`src/rtl/pe_pkg.sv`:
```
// ---------------------------------------------------------------------------
// pe_pkg
//   Shared definitions for the registered priority encoder (prio_enc_rr) and
//   its combinational selector (prio_sel).
//
//   Contents:
//     MODE_FIXED / MODE_RR : encodings of the prio_enc_rr 'mode' input
//     clog2()              : ceiling log2, usable in constant expressions
// ---------------------------------------------------------------------------
package pe_pkg;

  // Priority mode selector values.
  localparam logic MODE_FIXED = 1'b0;  // highest pending index always wins
  localparam logic MODE_RR    = 1'b1;  // rotate downwards from the last grant

  // Ceiling log2. Returns 0 for values of 0 or 1.
  function automatic int clog2(input int value);
    int r;
    r = 0;
    while ((1 << r) < value) begin
      r = r + 1;
    end
    return r;
  endfunction

endpackage : pe_pkg

```
`src/rtl/prio_sel.sv`:
```
// ---------------------------------------------------------------------------
// prio_sel
//   Purely combinational "highest set bit" finder.
//
//   Parameters:
//     N      : width of the input vector
//     IDX_W  : width of the returned index
//
//   Ports:
//     vec    in  [N-1:0]      candidate bits
//     idx    out [IDX_W-1:0]  index of the highest set bit (0 when none set)
//     found  out              at least one bit of vec is set
// ---------------------------------------------------------------------------
module prio_sel
  import pe_pkg::*;
#(
  parameter int N     = 8,
  parameter int IDX_W = 3
) (
  input  logic [N-1:0]     vec,
  output logic [IDX_W-1:0] idx,
  output logic             found
);

  // Ascending scan: every later (higher) set bit overwrites the earlier one,
  // so the final value is the highest set index.
  always_comb begin
    idx   = '0;
    found = 1'b0;
    for (int i = 0; i < N; i++) begin
      if (vec[i]) begin
        idx   = IDX_W'(i);
        found = 1'b1;
      end
    end
  end

endmodule : prio_sel

```
`src/rtl/prio_enc_rr.sv`:
```
// ---------------------------------------------------------------------------
// prio_enc_rr
//   Registered N-input priority encoder. Incoming request bits are OR'd into
//   a pending register; one pending index is granted per cycle into an output
//   register that follows a valid/ready handshake. Priority is either fixed
//   (highest index wins) or round-robin (descending search starting just
//   below the previous grant, wrapping modulo N).
//
//   Parameters:
//     N      : number of request lines (>= 2)
//     IDX_W  : index width, must equal clog2(N)
//
//   Ports:
//     clk        in                rising-edge clock
//     rst        in                synchronous active-high reset
//     req        in  [N-1:0]       request bits, OR'd into pending each cycle
//     mode       in                MODE_FIXED or MODE_RR
//     clr        in                synchronous clear of all pending requests
//     out_valid  out               out_idx holds a granted index
//     out_ready  in                consumer accepts when out_valid && out_ready
//     out_idx    out [IDX_W-1:0]   granted request index
//     pend_cnt   out [IDX_W:0]     population count of the pending register
// ---------------------------------------------------------------------------
module prio_enc_rr
  import pe_pkg::*;
#(
  parameter int N     = 8,
  parameter int IDX_W = 3
) (
  input  logic             clk,
  input  logic             rst,
  input  logic [N-1:0]     req,
  input  logic             mode,
  input  logic             clr,
  output logic             out_valid,
  input  logic             out_ready,
  output logic [IDX_W-1:0] out_idx,
  output logic [IDX_W:0]   pend_cnt
);

  // -------------------------------------------------------------------------
  // Elaboration-time parameter sanity checks
  // -------------------------------------------------------------------------
  if (N < 2) begin : g_bad_n
    $error("prio_enc_rr: N must be at least 2");
  end
  if (IDX_W != clog2(N)) begin : g_bad_idx_w
    $error("prio_enc_rr: IDX_W must equal clog2(N)");
  end

  // -------------------------------------------------------------------------
  // State
  // -------------------------------------------------------------------------
  logic [N-1:0]     pending_reg;
  logic [N-1:0]     pending_next;
  logic             out_valid_reg;
  logic [IDX_W-1:0] out_idx_reg;
  logic [IDX_W-1:0] last_reg;

  // -------------------------------------------------------------------------
  // Selection
  // -------------------------------------------------------------------------
  logic [N-1:0]     low_mask;      // indices strictly below last_reg
  logic [N-1:0]     pending_low;
  logic [IDX_W-1:0] low_idx;
  logic             low_found;
  logic [IDX_W-1:0] full_idx;
  logic             full_found;
  logic [IDX_W-1:0] sel_idx;
  logic             load;
  logic             grant;
  logic [N-1:0]     grant_mask;

  // Every index below N fits in IDX_W bits, so the compare is exact and the
  // mask never references a nonexistent index for non-power-of-two N.
  for (genvar gi = 0; gi < N; gi++) begin : g_low_mask
    assign low_mask[gi] = (IDX_W'(gi) < last_reg);
  end

  assign pending_low = pending_reg & low_mask;

  // Round-robin search order is last-1 down to 0, then N-1 down to last.
  // The first half is the highest bit below last; if none exists, the
  // highest bit overall is exactly the second half (it also covers a lone
  // pending bit equal to last).
  prio_sel #(
    .N     (N),
    .IDX_W (IDX_W)
  ) u_sel_low (
    .vec   (pending_low),
    .idx   (low_idx),
    .found (low_found)
  );

  prio_sel #(
    .N     (N),
    .IDX_W (IDX_W)
  ) u_sel_full (
    .vec   (pending_reg),
    .idx   (full_idx),
    .found (full_found)
  );

  always_comb begin
    sel_idx = full_idx;
    if (mode == MODE_RR && low_found) begin
      sel_idx = low_idx;
    end
  end

  // The output register accepts a new value when empty or being drained.
  // Only registered state feeds out_valid, so out_ready never reaches it
  // combinationally.
  assign load  = !out_valid_reg || out_ready;
  assign grant = load && full_found;

  for (genvar gi = 0; gi < N; gi++) begin : g_grant_mask
    assign grant_mask[gi] = grant && (sel_idx == IDX_W'(gi));
  end

  // OR-ing req after the grant removal lets a request re-arm the bit that
  // is granted in the same cycle. clr discards both pending and req.
  always_comb begin
    pending_next = (pending_reg & ~grant_mask) | req;
    if (clr) begin
      pending_next = '0;
    end
  end

  // -------------------------------------------------------------------------
  // Registers
  // -------------------------------------------------------------------------
  always_ff @(posedge clk) begin
    if (rst) begin
      pending_reg   <= '0;
      out_valid_reg <= 1'b0;
      out_idx_reg   <= '0;
      last_reg      <= '0;
    end else begin
      pending_reg <= pending_next;
      if (load) begin
        out_valid_reg <= full_found;
        if (full_found) begin
          out_idx_reg <= sel_idx;
          last_reg    <= sel_idx;
        end
      end
    end
  end

  // -------------------------------------------------------------------------
  // Pending population count (reaches N, hence the extra bit)
  // -------------------------------------------------------------------------
  always_comb begin
    pend_cnt = '0;
    for (int i = 0; i < N; i++) begin
      pend_cnt = pend_cnt + (IDX_W + 1)'(pending_reg[i]);
    end
  end

  assign out_valid = out_valid_reg;
  assign out_idx   = out_idx_reg;

endmodule : prio_enc_rr

```
`config.mk`:
```
export PLATFORM = sky130hd
export DESIGN_NAME = prio_enc_rr
export DESIGN_NICKNAME = d
export VERILOG_FILES = /design/src/rtl/pe_pkg.sv /design/src/rtl/prio_sel.sv /design/src/rtl/prio_enc_rr.sv
export SDC_FILE = /design/constraint.sdc
export NUM_CORES = 1
export LEC_CHECK = 0
export ABC_AREA = 0
export CORE_MARGIN = 4
export CORE_UTILIZATION = 52
export CTS_BUF_LIST = sky130_fd_sc_hd__clkbuf_8
export CTS_CLUSTER_DIAMETER = 40
export DETAILED_ROUTE_END_ITERATION = 8
export PLACE_DENSITY = 0.82
export SYNTH_ARGS = -nofsm -noshare
export SYNTH_HDL_FRONTEND = slang
export SYNTH_SLANG_ARGS = --single-unit
```
`constraint.sdc`:
```
create_clock -name clk -period 3 [get_ports clk]
set_input_delay 0.3 -clock clk [delete_from_list [all_inputs] [get_ports clk]]
set_output_delay 0.3 -clock clk [all_outputs]
set_load 0.02 [all_outputs]
```
Word-level counts from Yosys, hierarchy flattened
Cells that the tools add are included.

cells by class
  reduce and logical (&&, ||, !) cells = 15
  muxes and demuxes = 31
  equal/unequal tests = 7
  $add $sub $neg = 7
  bitwise logic cells = 4
  $lt $le $gt $ge = 8

operators with widths
  cell                  count
  $mux W3               9
  $mux W1               18
  $add A4 B1 Y4         4
  $and A8 B8 Y8         2
  $eq A3 B3 Y1 const B  4
  $lt A3 B3 Y1 const A  4
  $logic_and A1 B1 Y1   10
  $mux W2               4
  $not A8 Y8            1
  $or A8 B8 Y8          1
  $eq A3 B2 Y1 const B  2
  $lt A1 B3 Y1 const A  2
  $lt A2 B3 Y1 const A  2
  $add A3 B1 Y4         1
  $add A2 B1 Y3         1
  $eq A3 B1 Y1 const B  1
  $logic_not A3 Y1      1
  $add A1 B1 Y2         1
  $reduce_and A2 Y1     1
  $reduce_or A2 Y1      1
  $logic_not A1 Y1      1
  $logic_or A1 B1 Y1    1

storage, ports and cells
  output and inout port bits = 8
  input bits = 13
  bits in registers = 12
  logic and storage cells = 75

Depth between registers and ports, before layout
  depth after elaboration = 17
  gate-level depth with buffers = 9
  mapped depth without buffers = 9

Cells and area by module
Synthesis repeated with hierarchy kept, for this count alone.

second synthesis, totals
  cells, all modules = 122
  area, all modules = 964.7 sq um

modules (own cells, without submodules)
  module       seq. area each (sq um)  instances  area each (sq um)  cells an instance
  prio_enc_rr  240.2                   1          849.6              98
  prio_sel     0.0                     2          57.6               12

Worst setup path before layout
OpenSTA, ideal clock, no wires.

  path type = register to output
  start point = reg pending_reg[0]
  end point = out pend_cnt[2]
  path buffers = 0
  arrival = 2793 ps
  path slack = -93 ps
  stages on the path, launching flop included = 10
  data required time = 2700 ps
  cells stage by stage = dfxtp_1 -> fa_1 -> inv_1 -> fa_1 -> fa_1 -> inv_1 -> ha_1 -> inv_1 -> fa_1 -> xnor2_1

between the ends
  longest elaborated chain between the ends = 7

RTL lines
  what                        line                text
  start: declaration          prio_enc_rr.sv:54   logic [N-1:0] pending_reg;
  start signal: assignment    prio_enc_rr.sv:140  pending_reg <= pending_next;
  $add A1 B1 Y2               prio_enc_rr.sv:157  pend_cnt = pend_cnt + (IDX_W + 1)'(pending_reg[i]);
  $add A2 B1 Y3               prio_enc_rr.sv:157
  $add A3 B1 Y4               prio_enc_rr.sv:157
  $add A4 B1 Y4 (4 in a row)  prio_enc_rr.sv:157
  end: declaration            prio_enc_rr.sv:38   output logic [IDX_W:0] pend_cnt

Every way passes these cells.

Final worst setup path
  start point = reg pending_reg[0]
  end point = out pend_cnt[1]

The elaborated chain is that of the path after synthesis.

==> results.sh <==
export IMPL_dr_first_iter_drc_count=33
export IMPL_setup_ws_ns=-0.262
export IMPL_synthDistinctLibCells=40
export IMPL_grt_pass1_wl_um=4280
export IMPL_cts_sinks=12
export IMPL_final_common_cell="clkdlybuf4s50_1"
export IMPL_report_final_hold_viol_count=0
export IMPL_cpMostUsedCell="inv_2"
export IMPL_synth_sequential_area_ratio_pct=24.7
export IMPL_clockBufferDepth=2
export IMPL_layout_nets=170
export IMPL_fin_worst_skew_ns=0.00582
export IMPL_drive_above_1_share_pct=22.4
export IMPL_post_route_min_period_ns=3.26
export IMPL_first_global_vias=975
export IMPL_critical_path_top_delay_family="adder cells"
export IMPL_outcome="finished, violations left"
export IMPL_dominant_combinational_cell_family_by_area_after_synthesis="compound AO/OA/AOI/OAI gates"
export IMPL_powerDensity_nw_per_um2=439
export IMPL_timing_worst_slew_pin_value_ns=0.417
export IMPL_rsz0062_at_grt="true"
export IMPL_setup_violations_final=3
export IMPL_global_placement_routability_congestion=0.887
export IMPL_synthDominantAreaCellType="dfxtp_1"
export IMPL_synth_seq_cells=12
export IMPL_grt_resource_usage_total_pct=21.5
export IMPL_start_kind="register"
export IMPL_synth_net_count=140
export IMPL_violations_in_the_final_reports="negative setup slack"
export IMPL_placementRows=15
export IMPL_core_um2=1750
export IMPL_maxClockFrequency_ghz=0.307
export IMPL_sequentialPowerShare_pct=33.9
export IMPL_cts_tree="built"
export IMPL_hp_class="register to register"
export IMPL_drtAntennaViolNets=0
export IMPL_flip_flop_count_of_the_largest_register_all_copies_and_words_added=8
export IMPL_number_of_antenna_violations_at_the_first_check_in_global_routing=0
export IMPL_synth_compound_gate_area_share_pct=30.4
export IMPL_cpPeakStageDelay_ns=0.54
export IMPL_series_of_cell_instances_along_the_critical_path="fa_1, inv_2, fa_1, fa_1, inv_2, ha_4, inv_2, fa_2, inv_2, buf_6"
export IMPL_die_w_um=51.2
export IMPL_htreeDepth=1
export IMPL_synth_simple_area_share_pct=16.9
export IMPL_initial_util_pct=55.6
export IMPL_total_power_uw=574
export IMPL_setup_tns_ns=-0.528
export IMPL_wl_um=2410
export IMPL_post_synth_inst_count=119
export IMPL_number_of_buffers_inserted_during_clock_tree_synthesis=3
export IMPL_grt_overflow=0
export IMPL_final_period_utilization_pct=109
export IMPL_syn_avg_cell_area_um2=8.16
export IMPL_io_buffer_count=20
export IMPL_drt_wirelength_per_cell_um=14.0
export IMPL_critical_path_arrival_ns=2.96
export IMPL_dp_worst_setup_slack_ns=-0.530
export IMPL_xor_and_xnor_area_share_after_synthesis_pct=0.902
export IMPL_drcViolationCount=0
export IMPL_netlist_area_um2=971
export IMPL_worst_skew_pair_late_latency_ns=0.24
export IMPL_detail_route_first_pass_iterations=4
export IMPL_postLayoutCoreUtil_pct=74.9
export IMPL_number_of_slew_limit_violations_in_the_final_report=0
export IMPL_critical_path_peak_fanout=2
export IMPL_pin_count_of_the_biggest_net_entering_global_routing=12
export IMPL_timing_max_cap_violations=0
export IMPL_yosys_warnings=0
export IMPL_netSwitchingPower_uw=202
export IMPL_worstPathBufferInverterCount=5
export IMPL_layout_cells_most_common_list="clkdlybuf4s50_1, inv_1, nor2_1, dfxtp_1, buf_4"
export IMPL_netlist_top_cells_area="dfxtp_1, fa_1, inv_1, ha_1, a21oi_1"
export IMPL_power_internal_uw=372
export IMPL_inserted_diodes=0
export IMPL_num_io_pins=21
export IMPL_synth_adder_area_share_pct=13.4
export IMPL_cp_data_required_time_ns=2.70
export IMPL_area_growth_syn_to_layout_pct=34.7
export IMPL_cts_hold_buf=0
export IMPL_synthMuxAreaShare_pct=3.74
export IMPL_p_leak_nw=0.537
export IMPL_netlist_area_leader_share_pct=24.7
export IMPL_power_frac_comb_pct=41.2
export IMPL_place_detailed_hpwl_um=1980
export IMPL_clkPwrFrac_pct=24.8
export IMPL_clk_tree_root_cell="clkbuf_8"
export IMPL_via_count=999
export IMPL_endpoint_kind="primary output"
export IMPL_die_area_um2=2620
export IMPL_setup_worst_path_class="register to primary output"
export IMPL_slew_limit_headroom_pct=72.1
export IMPL_avgViaCountPerCell=5.81
export IMPL_cts_reportedPaths_clkPinSlew_ns=0.05
export IMPL_chip_height_um=51.2
export IMPL_master_of_the_slowest_instance_on_the_critical_path="fa_1"
export IMPL_sw_frac_of_total_pct=35.2
export IMPL_vdd_ir_drop_worst_mv=0.307
## power by group through the flow
| stage | Combinational, mW | Sequential (mW) | Clock, mW |
|---|---|---|---|
| 6_report | 0.237 | 0.195 | 0.143 |
| 2_1_floorplan | 0.144 | 0.195 | 0 |
| 5_1_grt | 0.259 | 0.198 | 0.152 |
| 3_5_place_dp | 0.222 | 0.197 | 0 |
| 3_3_place_gp | 0.217 | 0.196 | 0 |
| 4_1_cts | 0.229 | 0.194 | 0.144 |
## path summary, 6_finish.rpt
| check | to | cells after the start | start | slack [ns] |
|---|---|---|---|---|
| setup / recovery | pend_cnt[1] | 10 | pending_reg[0]$_SDFF_PP0_ | -0.26 |
| hold reg to reg | pending_reg[7]$_SDFF_PP0_ | 2 | pending_reg[7]$_SDFF_PP0_ | 0.59 |
| hold / removal | pending_reg[7]$_SDFF_PP0_ | 2 | pending_reg[7]$_SDFF_PP0_ | 0.59 |
| setup reg to reg | pending_reg[0]$_SDFF_PP0_ | 7 | pending_reg[4]$_SDFF_PP0_ | 1.10 |
## worst register-to-register path, stage by stage, from the launching register on
cell and delay (ns):
dfxtp_1 0.31, buf_4 0.17, o21ai_2 0.16, o22ai_2 0.12
o31ai_4 0.33, mux2_4 0.37, o21ba_1 0.25, a21oi_1 0.07
## stage by stage
step | hold slack [ns] | instance area [um^2] | std cells
2_1_floorplan | 0.372 | 978 | 119
3_3_place_gp | 0.562 | 1240 | 168
3_5_place_dp | 0.575 | 1240 | 168
4_1_cts | 0.580 | 1290 | 172
5_1_grt | 0.599 | 1310 | 172
6_report | 0.592 | 1310 | 172
## layout make-up
| type | count | area, um^2 |
|---|---|---|
| Multi-Input combinational cell | 86 | 661 |
| Timing Repair Buffer | 29 | 269 |
| Inverter | 17 | 63.8 |
| Fill cell | 137 | 438 |
| Tap cell | 25 | 31.3 |
| Sequential cell | 12 | 241 |
| Clock buffer | 3 | 41.3 |
## per-layer routing
metal	part of all wire, %	global-route usage (%)	up-vias
met1	43	26.8	483
li1	-	-	475
met5	0	0	-
met4	1.9	9.17	0
met2	50	37.6	34
met3	5.1	2.04	7
## cell families (layout without fill, tap and decap cells)
group           after synthesis  count (layout)
flops                        12              12
mux                           3               3
fa+ha+maj                     8               8
xor+xnor                      1               1
simple gates                 33              33
buf+inv                      21              49
compound gates               41              41
## cell usage after synthesis, drive strengths merged
master	instances
nor2b	2
or2	2
a31oi	4
nor4	1
o2bb2ai	1
fa	4
nand2	9
o21a	2
o211a	1
a21oi	10
nor2	11
nor3	1
and2	1
ha	4
o32ai	1
a21o	1
mux2	2
dfxtp	12
o311ai	1
o21ba	1
a41oi	2
mux2i	1
o31ai	2
xnor2	1
o31a	2
nand2b	1
and4	1
inv	17
o22ai	2
buf	4
nand3	4
o21ai	10
o211ai	1
## timing repair
item	in CTS	in global routing
resized for setup	24	5
pin swaps	0	2
setup endpoints to repair	4	4
buffers inserted	1	0
Note: power is estimated with default switching activity, not from simulation.
